### src/rtl/y_demux_pkg.sv
// Shared types and default sizes for the two-channel TDM demultiplexer.
package y_demux_pkg;

  localparam int unsigned DEF_WIDTH = 2;
  localparam int unsigned DEF_CNT_W = 8;

  typedef enum logic [1:0] {
    EXP_A = 2'd0,
    EXP_B = 2'd1,
    FULL  = 2'd2
  } state_t;

endpackage

### src/rtl/y_demux2_tdm.sv
// Splits an interleaved A,B,A,B word stream into held A/B pairs with a delivered-pair counter.
// Optional sync_err pulse on B-slot resync is enabled by defining Y_DEMUX2_SYNC_ERR_EN.
module y_demux2_tdm
  import y_demux_pkg::*;
#(
  parameter int unsigned WIDTH = DEF_WIDTH,
  parameter int unsigned CNT_W = DEF_CNT_W
) (
  input  logic             clk,
  input  logic             rst_n,
  input  logic             in_valid,
  output logic             in_ready,
  input  logic [WIDTH-1:0] in_data,
  input  logic             in_sync,
  output logic [WIDTH-1:0] a_out,
  output logic [WIDTH-1:0] b_out,
  output logic             out_valid,
  input  logic             out_ready,
  output logic [CNT_W-1:0] pair_cnt
`ifdef Y_DEMUX2_SYNC_ERR_EN
  ,
  output logic             sync_err
`endif
);

  state_t             state;
  state_t             state_nxt;
  logic [WIDTH-1:0]   a_nxt;
  logic [WIDTH-1:0]   b_nxt;
  logic [CNT_W-1:0]   cnt_nxt;
  logic               accept;
`ifdef Y_DEMUX2_SYNC_ERR_EN
  logic               sync_ev;
`endif

  // Handshake flags decode directly from the state register.
  assign in_ready  = (state != FULL);
  assign out_valid = (state == FULL);
  assign accept    = in_valid & in_ready;

  always_ff @(posedge clk or negedge rst_n) begin
    if (!rst_n) begin
      state    <= EXP_A;
      a_out    <= '0;
      b_out    <= '0;
      pair_cnt <= '0;
`ifdef Y_DEMUX2_SYNC_ERR_EN
      sync_err <= 1'b0;
`endif
    end else begin
      state    <= state_nxt;
      a_out    <= a_nxt;
      b_out    <= b_nxt;
      pair_cnt <= cnt_nxt;
`ifdef Y_DEMUX2_SYNC_ERR_EN
      sync_err <= sync_ev;
`endif
    end
  end

  always_comb begin
    state_nxt = state;
    a_nxt     = a_out;
    b_nxt     = b_out;
    cnt_nxt   = pair_cnt;
`ifdef Y_DEMUX2_SYNC_ERR_EN
    sync_ev   = 1'b0;
`endif
    unique case (state)
      EXP_A: begin
        if (accept) begin
          a_nxt     = in_data;
          state_nxt = EXP_B;
        end
      end
      EXP_B: begin
        // A sync marker in the B slot restarts the frame with this beat as the new A.
        if (accept) begin
          if (in_sync) begin
            a_nxt = in_data;
`ifdef Y_DEMUX2_SYNC_ERR_EN
            sync_ev = 1'b1;
`endif
          end else begin
            b_nxt     = in_data;
            state_nxt = FULL;
          end
        end
      end
      FULL: begin
        if (out_ready) begin
          cnt_nxt   = pair_cnt + CNT_W'(1);
          state_nxt = EXP_A;
        end
      end
      default: state_nxt = EXP_A;
    endcase
  end

endmodule

### config.mk
export PLATFORM = sky130hd
export DESIGN_NAME = y_demux2_tdm
export DESIGN_NICKNAME = d
export VERILOG_FILES = /design/src/rtl/y_demux_pkg.sv /design/src/rtl/y_demux2_tdm.sv
export SDC_FILE = /design/constraint.sdc
export NUM_CORES = 1
export LEC_CHECK = 0
export CORE_MARGIN = 2
export CORE_UTILIZATION = 42
export CTS_CLUSTER_SIZE = 24
export DETAILED_ROUTE_END_ITERATION = 8
export GPL_ROUTABILITY_DRIVEN = 1
export GPL_TIMING_DRIVEN = 0
export HOLD_SLACK_MARGIN = 0.05
export PLACE_DENSITY = 0.75
export SETUP_SLACK_MARGIN = 0.15
export SYNTH_ARGS = -nofsm -noshare
export SYNTH_HDL_FRONTEND = slang
export SYNTH_SLANG_ARGS = --single-unit
### constraint.sdc
create_clock -name clk -period 1.4 [get_ports clk]
set_input_delay 0.14 -clock clk [delete_from_list [all_inputs] [get_ports clk]]
set_output_delay 0.14 -clock clk [all_outputs]
set_load 0.1 [all_outputs]
==> impl_metrics.tcl, run 1 <==
set metrics [dict create \
    timing.hold.worst.class "in2async" \
    cts.sink_count 14 \
    die_area_um2 1810 \
    p_leak_nw 0.453 \
    critical_path.startpoint_type "flop" \
    grt_pass1_wl_um 2150 \
    timing.final.hold_violations 0 \
    setup-tns-final_ns 0 \
    nFillCells 100 \
    post_synth_inst_count 50 \
    num_vias 459 \
    worst_ep_arrival_time_ns 1.43 \
    cp-startpoint "state[0]$_DFFE_PN0P_" \
    overflow_left_after_global_routing 0 \
    end_kind "flop" \
    final_net_count 86 \
    min_period_ns 1.27 \
    outcome "completed" \
    post-place-ws_ns -0.536 \
    ctsHtreeMaxLevel 1 \
    post-route-util_pct 71.2 \
    numPlacedInstances 85 \
    synth_area_um2 623 \
    clk_pin_slew_ns 0.08 \
    tritoncts_clock_tree "yes" \
    die_h_um 42.5 \
    cts-root-buf "sky130_fd_sc_hd__clkbuf_4" \
    ys_seq_elements 14 \
    max_slew.worst_pin.slew_ns 0.629 \
    finalWorstSetupSlack_ns 0.134 \
    critical_path.endpoint "b_out[1]$_DFFE_PN0P_" \
    finalCritPeriodShare_pct 90.4 \
    critPathKind "reg2reg" \
    fin_worst_skew_ns 0.00316 \
    effective_utilization_at_floorplan_pct 46.2 \
    post_cts_hold_buffer_count 0 \
    clk_lat_worst_skew_ns 0.27 \
    syn_to_final_growth_pct 54.2 \
    reg_to_reg_end "b_out[1]$_DFFE_PN0P_" \
    cts_inserted_buffers 3 \
    port-buffer-count 20 \
    routedWlPerCell_um 14.0 \
    setup_viol 0 \
    most_frequent_standard_cell_in_the_layout_excluding_fill_and_tap_cells "sky130_fd_sc_hd__buf_4" \
    drt_iter0_drc 4 \
    final_weighted_congestion_of_routability_driven_global_placement 0.690 \
    design.core.area_um2 1350 \
    power_density_nw_per_um2 2070 \
    fmax_mhz 790 \
    synth.avg_cell_area_um2 12.5 \
    drt_pass1_iterations 3 \
    synth.yosys.seq_area_share_pct 56.2 \
    slew-limit-headroom_pct 57.9 \
    synth.distinct_cells 19 \
    fp-row-count 13 \
    final_antenna_net_count 0 \
    final-max-slew-violation-count 0 \
    timing.reg2reg.setup_slack_ns 0.13 \
    top_level_ports 21 \
    layout_common_cells "sky130_fd_sc_hd__buf_4, sky130_fd_sc_hd__dfrtp_2, sky130_fd_sc_hd__clkdlybuf4s50_1" \
    reg2regPathDepth 3 \
    antenna_cells_inserted 0 \
    clockBufferDepth 2 \
    detail_route.drc_violations 0 \
    share_of_post_route_cells_with_drive_strength_above_1_pct 62.3 \
    timing.critical_path.required_ns 1.56 \
    number_of_antenna_violations_at_the_first_check_in_global_routing 0 \
    drv.max_cap_violation_count 0 \
    syn-num-nets 58 \
    worst_r2r_startpoint "state[0]$_DFFE_PN0P_" \
    layoutNonFillerInstCount 92 \
    dp_hpwl_um 928 \
    synth.yosys.warnings 0 \
    vias_per_cell 4.99 \
    vdd_drop_max_v 0.00150 \
    grt_start_max_net_pins 15 \
    path_max_fanout 3 \
    rsz_0062_raised_after_global_routing "true" \
    routed_wl_um 1290 \
    grt_pass1_vias 485 \
    track_usage_pct 16.2 \
    width_of_the_die_um 42.5 \
]
power by group:
part | internal (mW) | switching, mW
Clock | 0.158 | 0.128
Sequential | 0.530 | 0.101
Combinational | 0.276 | 0.791
synthesized netlist by cell type (all sizes together):
cell type   n  area share, %
dfrtp      14             56
ha          1            2.0
inv         1           0.60
mux2        5            9.6
nand2       6            4.0
nand2b      2            2.0
nand3       1           0.80
nand3b      1            1.2
nand4       1            1.0
nand4b      1            2.4
nor2        5            3.0
nor3        3            4.0
nor3b       1            2.0
o21bai      1            1.2
xnor2       2            2.8
xor2        5            7.0
routing by layer:
layer / wire, µm / track usage, % / share of wire (%) / up-vias
met5: 0 / 0 / 0 / -
met4: 15 / 7.50 / 1.2 / 0
met3: 68 / 4.31 / 5.3 / 2
met2: 658 / 28.3 / 51 / 12
met1: 547 / 18.0 / 42 / 221
li1: - / - / - / 224
logic make-up (layout without fill, tap and decap cells):
kind of cell / count (synthesis) / after routing / share of synthesized area [%]
multiplexers: 5 / 5 / 9.64
AO/OA/AOI/OAI: 1 / 1 / 1.21
AND/OR/NAND/NOR: 21 / 21 / 20.5
buffers and inverters: 1 / 28 / 0.602
flip-flops: 14 / 14 / 56.2
XOR/XNOR: 7 / 7 / 9.84
adder cells (fa/ha/maj): 1 / 1 / 2.01
metrics by stage:
stage | instance area, µm² | total power, mW | hold WS [ns]
2_1_floorplan | 687 | 1.46 | -0.156
3_3_place_gp | 906 | 1.69 | 0.455
3_5_place_dp | 906 | 1.70 | 0.460
4_1_cts | 925 | 1.97 | 0.262
5_1_grt | 961 | 2.08 | 0.298
6_report | 961 | 1.98 | 0.251
how the worst min path moves through the flow:
stage	start	end	cells past startpoint	slack, ns
after global routing	rst_n	pair_cnt[2]$_DFFE_PN0P_	1	0.30
after detailed placement	pair_cnt[7]$_DFFE_PN0P_	pair_cnt[7]$_DFFE_PN0P_	1	0.46
final	rst_n	pair_cnt[5]$_DFFE_PN0P_	1	0.25
after CTS	rst_n	pair_cnt[1]$_DFFE_PN0P_	1	0.26
after global placement	pair_cnt[7]$_DFFE_PN0P_	pair_cnt[7]$_DFFE_PN0P_	1	0.46
after floorplan	rst_n	a_out[0]$_DFFE_PN0P_	0	-0.16
cell type report:
type	count	area, µm²	share of cell area [%]
clock buffers	4	36.3	3.78
inverters	1	16.3	1.69
repair buffers	23	203	21.1
well taps	15	18.8	1.95
multi-input cells	35	312	32.4
flip-flops and latches	14	375	39.1
worst max-delay path, cell delays in order (launching register included):
cell                       delay [ns]
sky130_fd_sc_hd__dfrtp_1         0.38
sky130_fd_sc_hd__nand2b_1        0.12
sky130_fd_sc_hd__nor3b_2         0.29
sky130_fd_sc_hd__mux2_2          0.37
flip-flops by register name (all words and copies together), names as in the netlist:
name	cells
b_out	2
pair_cnt	8
a_out	2
state	2
repair_timing:
item	CTS	global route
gates resized for setup	83	7
endpoints found under the hold margin	0	0
setup buffers	2	1
endpoints found under the setup margin	16	11
pin swaps	0	3
Note: power is estimated with default switching activity, not from simulation.
==> run 2: changes to the inputs <==
HOLD_SLACK_MARGIN = 0.03   (was 0.05)
==> results of run 2 <==
The final DEF is identical to that of run 1; final timing and power are the same.
